$ cat config.mk
export PLATFORM = sky130hd
export DESIGN_NAME = pipe_stage_reg
export DESIGN_NICKNAME = d
export VERILOG_FILES = /design/src/rtl/rv32_pipe_pkg.sv /design/src/rtl/pipe_skid_entry.sv /design/src/rtl/pipe_stage_reg.sv
export SDC_FILE = /design/constraint.sdc
export NUM_CORES = 1
export LEC_CHECK = 0
export CORE_MARGIN = 4
export CORE_UTILIZATION = 42
export DETAILED_ROUTE_END_ITERATION = 10
export GPL_ROUTABILITY_DRIVEN = 0
export PLACE_DENSITY_LB_ADDON = 0.08
export SYNTH_ARGS = -nofsm -noshare
export SYNTH_HDL_FRONTEND = slang
export SYNTH_SLANG_ARGS = --single-unit
$ cat constraint.sdc
create_clock -name clk_i -period 2.43 [get_ports clk_i]
set_clock_uncertainty 0.2 [all_clocks]
set_input_delay 0.6075 -clock clk_i [delete_from_list [all_inputs] [get_ports clk_i]]
set_output_delay 0.6075 -clock clk_i [all_outputs]
set_load 0.03 [all_outputs]
$ cat src/rtl/rv32_pipe_pkg.sv
// rv32_pipe_pkg
//   Shared definitions for the RV32 pipeline stage registers: the NOP
//   encoding that fills empty stages, the payload width of every stage
//   boundary, the bit offsets used to pack/unpack each boundary's payload,
//   and small helpers for the IF/ID boundary and for entry counting.
package rv32_pipe_pkg;

   // addi x0, x0, 0 : the canonical RV32 NOP placed in the instr field of a bubble
   localparam logic [31:0] OP_NOP = 32'h0000_0013;

   localparam int XLEN = 32;

   // ---------------------------------------------------------------- IF/ID
   localparam int IFID_PC_LSB      = 0;
   localparam int IFID_INSTR_LSB   = 32;
   localparam int IFID_PC_NEXT_LSB = 64;
   localparam int IFID_W           = 96;

   // Packed view of the IF/ID payload; field order matches the offsets above
   typedef struct packed {
      logic [31:0] pc_next;
      logic [31:0] instr;
      logic [31:0] pc;
   } ifid_t;

   localparam logic [IFID_W-1:0] IFID_BUBBLE = {32'h0000_0000, OP_NOP, 32'h0000_0000};

   // ---------------------------------------------------------------- ID/EX
   localparam int IDEX_PC_LSB     = 0;
   localparam int IDEX_RS1_LSB    = 32;
   localparam int IDEX_RS2_LSB    = 64;
   localparam int IDEX_IMM_LSB    = 96;
   localparam int IDEX_RD_LSB     = 128;  // 5 bits
   localparam int IDEX_ALU_OP_LSB = 133;  // 4 bits
   localparam int IDEX_CTRL_LSB   = 137;  // 8 bits
   localparam int IDEX_W          = 145;

   // ---------------------------------------------------------------- EX/MEM
   localparam int EXMEM_ALU_LSB   = 0;
   localparam int EXMEM_STORE_LSB = 32;
   localparam int EXMEM_RD_LSB    = 64;   // 5 bits
   localparam int EXMEM_CTRL_LSB  = 69;   // 8 bits
   localparam int EXMEM_W         = 77;

   // ---------------------------------------------------------------- MEM/WB
   localparam int MEMWB_DATA_LSB  = 0;
   localparam int MEMWB_RD_LSB    = 32;   // 5 bits
   localparam int MEMWB_CTRL_LSB  = 37;   // 8 bits
   localparam int MEMWB_W         = 45;

   // Entry occupancy as reported on occ_o
   typedef logic [1:0] occ_t;

   function automatic occ_t occ_count(input logic main_v, input logic skid_v);
      return occ_t'(main_v) + occ_t'(skid_v);
   endfunction

   function automatic logic [IFID_W-1:0] ifid_pack(input logic [31:0] pc,
                                                   input logic [31:0] instr,
                                                   input logic [31:0] pc_next);
      ifid_t p;
      p.pc      = pc;
      p.instr   = instr;
      p.pc_next = pc_next;
      return p;
   endfunction

   function automatic logic [31:0] ifid_pc(input logic [IFID_W-1:0] d);
      return d[IFID_PC_LSB +: 32];
   endfunction

   function automatic logic [31:0] ifid_instr(input logic [IFID_W-1:0] d);
      return d[IFID_INSTR_LSB +: 32];
   endfunction

   function automatic logic [31:0] ifid_pc_next(input logic [IFID_W-1:0] d);
      return d[IFID_PC_NEXT_LSB +: 32];
   endfunction

endpackage

$ cat src/rtl/pipe_skid_entry.sv
// pipe_skid_entry
//   One valid + payload register. Used for the main entry of every stage
//   register and for the optional skid entry.
//   Ports:
//     clk_i   in   clock
//     rst_i   in   synchronous active-high reset -> empty, payload = BUBBLE
//     clr_i   in   empty the entry next cycle (payload = BUBBLE); beats load_i
//     ld_i    in   capture d_i and mark valid
//     d_i     in   DATA_W payload to capture
//     valid_o out  entry holds a beat
//     data_o  out  held payload, BUBBLE while empty
module pipe_skid_entry
   import rv32_pipe_pkg::*;
#(
   parameter int                DATA_W = 96,
   parameter logic [DATA_W-1:0] BUBBLE = '0
) (
   input  logic              clk_i,
   input  logic              rst_i,
   input  logic              clr_i,
   input  logic              ld_i,
   input  logic [DATA_W-1:0] d_i,
   output logic              valid_o,
   output logic [DATA_W-1:0] data_o
);

   logic              valid_d, valid_q;
   logic [DATA_W-1:0] data_d,  data_q;

   // Clear wins over load so a flush can never leave a beat behind
   always_comb begin
      valid_d = valid_q;
      data_d  = data_q;
      if (clr_i) begin
         valid_d = 1'b0;
         data_d  = BUBBLE;
      end else if (ld_i) begin
         valid_d = 1'b1;
         data_d  = d_i;
      end
   end

   always_ff @(posedge clk_i) begin
      if (rst_i) begin
         valid_q <= 1'b0;
         data_q  <= BUBBLE;
      end else begin
         valid_q <= valid_d;
         data_q  <= data_d;
      end
   end

   assign valid_o = valid_q;
   assign data_o  = data_q;

endmodule

$ cat src/rtl/pipe_stage_reg.sv
// pipe_stage_reg
//   Generic pipeline stage register with valid/ready handshake,
//   flush-to-bubble and an optional two-entry skid mode.
//
//   Handshake: a beat moves when valid and ready are both 1 at a rising
//   edge. valid never depends on ready; out_data_o is stable while
//   out_valid_o = 1 and out_ready_i = 0. In skid mode in_ready_o comes
//   straight from a flop, so the upstream ready path is fully registered.
//
//   Ports:
//     clk_i        in   clock
//     rst_i        in   synchronous active-high reset (same effect as flush)
//     flush_i      in   drop every held and incoming beat
//     in_valid_i   in   upstream beat present
//     in_ready_o   out  stage can accept
//     in_data_i    in   DATA_W upstream payload
//     out_valid_o  out  downstream beat present
//     out_ready_i  in   downstream accepts
//     out_data_o   out  DATA_W payload, BUBBLE while out_valid_o = 0
//     occ_o        out  entries held (0..2)
module pipe_stage_reg
   import rv32_pipe_pkg::*;
#(
   parameter int                DATA_W  = 96,
   parameter logic [DATA_W-1:0] BUBBLE  = {DATA_W{1'b0}},
   parameter bit                SKID_EN = 1'b0
) (
   input  logic              clk_i,
   input  logic              rst_i,
   input  logic              flush_i,
   input  logic              in_valid_i,
   output logic              in_ready_o,
   input  logic [DATA_W-1:0] in_data_i,
   output logic              out_valid_o,
   input  logic              out_ready_i,
   output logic [DATA_W-1:0] out_data_o,
   output logic [1:0]        occ_o
);

   logic              main_v;
   logic [DATA_W-1:0] main_data;
   logic              main_ld;
   logic              main_clr;
   logic [DATA_W-1:0] main_din;
   logic              skid_v;
   logic              in_hs;
   logic              out_hs;

   assign in_hs  = in_valid_i & in_ready_o;
   assign out_hs = main_v & out_ready_i;

   pipe_skid_entry #(
      .DATA_W (DATA_W),
      .BUBBLE (BUBBLE)
   ) u_main (
      .clk_i   (clk_i),
      .rst_i   (rst_i),
      .clr_i   (main_clr),
      .ld_i    (main_ld),
      .d_i     (main_din),
      .valid_o (main_v),
      .data_o  (main_data)
   );

   if (SKID_EN) begin : g_skid
      logic              skid_ld;
      logic              skid_clr;
      logic [DATA_W-1:0] skid_data;
      logic              skid_v_next;
      logic              in_ready_d, in_ready_q;

      pipe_skid_entry #(
         .DATA_W (DATA_W),
         .BUBBLE (BUBBLE)
      ) u_skid (
         .clk_i   (clk_i),
         .rst_i   (rst_i),
         .clr_i   (skid_clr),
         .ld_i    (skid_ld),
         .d_i     (in_data_i),
         .valid_o (skid_v),
         .data_o  (skid_data)
      );

      // Steering. Skid only ever holds the beat that arrived after main's,
      // so whenever main drains with skid full, skid moves up first and a
      // simultaneous new beat refills skid: arrival order is preserved.
      always_comb begin
         main_ld  = 1'b0;
         main_clr = flush_i;
         main_din = in_data_i;
         skid_ld  = 1'b0;
         skid_clr = flush_i;
         if (skid_v) begin
            main_din = skid_data;
            if (out_hs) begin
               main_ld  = 1'b1;
               skid_ld  = in_hs;
               skid_clr = skid_clr | ~in_hs;
            end
         end else begin
            if (in_hs && (!main_v || out_hs)) begin
               main_ld = 1'b1;
            end else if (in_hs) begin
               skid_ld = 1'b1;
            end else if (out_hs) begin
               main_clr = 1'b1;
            end
         end
      end

      // Next-cycle skid occupancy, mirrored into the ready flop
      always_comb begin
         skid_v_next = skid_v;
         if (skid_clr) begin
            skid_v_next = 1'b0;
         end else if (skid_ld) begin
            skid_v_next = 1'b1;
         end
         in_ready_d = ~skid_v_next;
      end

      always_ff @(posedge clk_i) begin
         if (rst_i) begin
            in_ready_q <= 1'b1;
         end else begin
            in_ready_q <= in_ready_d;
         end
      end

      assign in_ready_o = in_ready_q;
   end else begin : g_single
      assign skid_v     = 1'b0;
      assign in_ready_o = ~main_v | out_ready_i;

      always_comb begin
         main_din = in_data_i;
         main_ld  = in_hs;
         main_clr = flush_i | (out_hs & ~in_hs);
      end
   end

   assign out_valid_o = main_v;
   // main holds BUBBLE whenever it is empty, so no output mux is needed
   assign out_data_o  = main_data;
   assign occ_o       = occ_count(main_v, skid_v);

endmodule

==> flow_summary.html <==
<table>
<tr><th>Metric</th><th>Value</th></tr>
<tr><th colspan="2">Synthesis</th></tr>
<tr><td>Synthesized instance count</td><td>447</td></tr>
<tr><td>Cell type with the largest total area after synthesis</td><td>sky130_fd_sc_hd__dfxtp_1</td></tr>
<tr><td>Number of warnings reported in the yosys synthesis log</td><td>0</td></tr>
<tr><td>Total of flip-flops plus latches after synthesis</td><td>97</td></tr>
<tr><td>Syn Area/Cell</td><td>8.41 µm²</td></tr>
<tr><td>Area share of the leading cell type in the synthesized netlist</td><td>51.6%</td></tr>
<tr><td>Synth cell types</td><td>17</td></tr>
<tr><td>Cell Area, Synth</td><td>0.00376 mm²</td></tr>
<tr><td>Syn Nets</td><td>548</td></tr>
<tr><td>Synth area leaders</td><td>sky130_fd_sc_hd__dfxtp_1 (52%), sky130_fd_sc_hd__a21oi_1 (13%), sky130_fd_sc_hd__nand3_1 (13%)</td></tr>
<tr><td>Sequential-to-total area share from yosys stat</td><td>51.6%</td></tr>
<tr><th colspan="2">Placed design</th></tr>
<tr><td>Worst-case setup slack after placement</td><td>0.0953 ns</td></tr>
<tr><td>Number of input and output port buffers inserted</td><td>199</td></tr>
<tr><td>Post-detailed-placement half-perimeter wirelength</td><td>7.99 mm</td></tr>
<tr><th colspan="2">Routing</th></tr>
<tr><td>Number of routed nets with antenna violations</td><td>0</td></tr>
<tr><td>Post-detailed-route DRC marker count</td><td>0</td></tr>
<tr><td>Number of violations reported at the end of detailed-routing iteration 0</td><td>193</td></tr>
<tr><td>DR WL met3</td><td>1.08 mm</td></tr>
<tr><td>Pre-antenna DRT Iters</td><td>4</td></tr>
<tr><td>Routed WL</td><td>11.9 mm</td></tr>
<tr><td>Vias after detailed routing</td><td>3,858</td></tr>
<tr><td>Average wire per cell in the routed design</td><td>16.4 µm</td></tr>
<tr><td>Highest routed metal layer</td><td>met4</td></tr>
<tr><td>Met1 wire length</td><td>4.87 mm</td></tr>
<tr><td>Routed length on met2</td><td>5.78 mm</td></tr>
<tr><td>Number of vias per cell after detailed routing</td><td>5.30</td></tr>
<tr><th colspan="2">STA</th></tr>
<tr><td>Hold Slack</td><td>0.278 ns</td></tr>
<tr><td>Maximum achievable frequency</td><td>429 MHz</td></tr>
<tr><td>Fin. max-slew vios</td><td>0</td></tr>
<tr><td>Setup_tns</td><td>0 ns</td></tr>
<tr><td>Hold Fails Final Rpt</td><td>0</td></tr>
<tr><td>Finish-stage setup viols</td><td>0</td></tr>
<tr><td>Unrepaired setup endpoints after global routing</td><td>no</td></tr>
<tr><td>Min Clock Period, post-route</td><td>2.33 ns</td></tr>
<tr><td>Post-layout worst setup margin</td><td>0.101 ns</td></tr>
<tr><td>Post-route clock period utilization</td><td>95.8%</td></tr>
<tr><td>Relative slew slack</td><td>59.7%</td></tr>
<tr><td>Actual transition at the worst max-transition pin</td><td>0.605 ns</td></tr>
<tr><th colspan="2">Clock tree</th></tr>
<tr><td>Cells resized by post-CTS repair</td><td>0</td></tr>
<tr><td>Buffers from clock root to sink, at most</td><td>2</td></tr>
<tr><td>CTS buffer count</td><td>9</td></tr>
<tr><td>Count of buffers added by post-CTS timing repair for setup</td><td>0</td></tr>
<tr><td>TritonCTS clock tree</td><td>done</td></tr>
<tr><td>Clock Tree Root</td><td>sky130_fd_sc_hd__clkbuf_8</td></tr>
<tr><td>Total number of clock tree sinks</td><td>97</td></tr>
<tr><td>Worst-skew pair later-pin latency</td><td>0.34 ns</td></tr>
<tr><td>CTS H-tree lvls</td><td>3</td></tr>
<tr><td>Worst-path clk slew</td><td>0.09 ns</td></tr>
<tr><td>Hold-fix buffers at CTS</td><td>0</td></tr>
<tr><th colspan="2">Global routing</th></tr>
<tr><td>First-pass GRT wire length</td><td>18.5 mm</td></tr>
<tr><td>Pin count of the biggest net entering global routing</td><td>97</td></tr>
<tr><td>Aggregate global routing overflow</td><td>0</td></tr>
<tr><td>Antenna violations before repair</td><td>0</td></tr>
<tr><td>Vias in the first global route</td><td>3,703</td></tr>
<tr><td>Aggregate global-route resource usage</td><td>21.9%</td></tr>
<tr><th colspan="2">Worst hold path</th></tr>
<tr><td>Startpoint of the most critical hold path</td><td>u_main.data_o[72]</td></tr>
<tr><td>Hold depth</td><td>2</td></tr>
<tr><td>Min-Delay Endpoint</td><td>u_main.data_o[72]</td></tr>
<tr><td>Path class of the lowest-slack min-delay path</td><td>flip-flop to flip-flop</td></tr>
<tr><th colspan="2">Setup path</th></tr>
<tr><td>Worst Path Arrival</td><td>1.52 ns</td></tr>
<tr><td>Number of cells on the worst reg-to-reg path</td><td>4</td></tr>
<tr><td>Category of the most critical setup path</td><td>input pin to output pin</td></tr>
<tr><td>Required time of the critical path</td><td>1.62 ns</td></tr>
<tr><td>Element type at the critical path end</td><td>output pin</td></tr>
<tr><td>Worst reg2reg endpoint</td><td>u_main.data_o[68]</td></tr>
<tr><td>Slack of the worst reg-to-reg path</td><td>0.77 ns</td></tr>
<tr><td>CP Max Fanout</td><td>4</td></tr>
<tr><td>R2r startpoint</td><td>u_main.valid_o</td></tr>
<tr><td>CP Launch Type</td><td>input pin</td></tr>
<tr><th colspan="2">Job</th></tr>
<tr><td>Total of max-cap violations</td><td>0</td></tr>
<tr><th colspan="2">Floorplanning</th></tr>
<tr><td>Horizontal die dimension</td><td>103 µm</td></tr>
<tr><td>Die area</td><td>0.0105 mm²</td></tr>
<tr><td>Core Footprint</td><td>0.00872 mm²</td></tr>
<tr><td>Initial Utilization</td><td>43.1%</td></tr>
<tr><td>Height of the die</td><td>103 µm</td></tr>
<tr><td>Site Rows</td><td>34</td></tr>
<tr><td>I/O pin total</td><td>201</td></tr>
<tr><th colspan="2">Final layout</th></tr>
<tr><td>Fill cell total of the finished layout</td><td>719</td></tr>
<tr><td>Count of inserted antenna diode cells</td><td>0</td></tr>
<tr><td># nets final</td><td>716</td></tr>
<tr><td>Proportion of layout cells with a drive suffix above 1</td><td>5.48%</td></tr>
<tr><td>Final cell utilization of the core</td><td>68.1%</td></tr>
<tr><td>Area added between synthesis and finish</td><td>57.8%</td></tr>
<tr><th colspan="2">Power and ir drop</th></tr>
<tr><td>Leak Pwr</td><td>0.00206 µW</td></tr>
<tr><td>Worst vdd ir</td><td>0.374 mV</td></tr>
<tr><td>Overall power after layout</td><td>3440 µW</td></tr>
<tr><td>Cell area power density</td><td>579 mW/mm²</td></tr>
<tr><th colspan="2">Outcome</th></tr>
<tr><td>Result of the run</td><td>completed</td></tr>
</table>
## final cells by class
cell class | count | area, µm² | share of cell area [%]
repair buffers | 211 | 2130 | 35.8
flip-flops and latches | 97 | 1940 | 32.7
clock inverters | 5 | 77.6 | 1.31
well taps | 108 | 135 | 2.28
multi-input cells | 294 | 1490 | 25.1
clock buffers | 11 | 151 | 2.55
inverters | 2 | 12.5 | 0.211
## where the power goes
group / switching [µW] / internal (µW)
sequential: 23.3 / 1640
combinational: 302 / 291
clock: 549 / 633
total: 875 / 2560
## stage by stage
step                area (µm²)  instances
floorplan                 3760        447
CTS                       5940        728
detailed placement        5710        712
global route              5940        728
global placement          5710        712
finish                    5940        728
## worst max-delay path by stage
stage                              start          to  slack, ns  depth (start not counted)
after floorplan           u_main.valid_o  in_ready_o       0.54                          4
after global placement       out_ready_i  in_ready_o       0.11                          4
after detailed placement     out_ready_i  in_ready_o        0.1                          4
after CTS                    out_ready_i  in_ready_o       0.09                          4
after global routing         out_ready_i  in_ready_o       0.07                          4
final                        out_ready_i  in_ready_o       0.10                          4
## critical path: stages
cell                              delay, ns
sky130_fd_sc_hd__clkdlybuf4s50_1       0.47
sky130_fd_sc_hd__nor2b_4               0.20
sky130_fd_sc_hd__inv_4                 0.08
sky130_fd_sc_hd__buf_4                 0.17
## logic make-up after synthesis
family | Yosys count | share of synthesized area [%]
buf+inv | 56 | 8.95
simple gates | 99 | 13.3
flops | 97 | 51.6
compound gates | 194 | 26.0
other cells | 1 | 0.0997
## cell usage after synthesis, drive strengths merged
master and number:
nor2 1, clkbuf 8, conb 1, buf 46, a21oi 96, nand3 96, nor2b 1, o21ai 97
dfxtp 97, inv 2, nand2 1, a21boi 1
## state kept, by name, summed over array words and instances, names as in the netlist
name and cells:
u_main.data_o 96, u_main.valid_o 1
## routing by layer
metal | up-vias | global-route usage, %
met5 | - | 0
met3 | 13 | 7.24
met4 | 0 | 7.06
met2 | 139 | 35.7
met1 | 1784 | 27.4
li1 | 1922 | -
## cell usage in the layout, fill, tap and decap left out, drive strengths merged
master         netlist  final
nand3               96     96
dfxtp               97     97
a21boi               1      1
clkinv               0      2
o21ai               97     97
a21oi               96     96
clkdlybuf4s50        0    197
nor2                 1      1
buf                 46     14
bufinv               0      2
nand2                1      1
inv                  2      2
conb                 1      1
clkinvlp             0      1
nor2b                1      1
clkbuf               8     11
(Power assumes the default switching activity.)
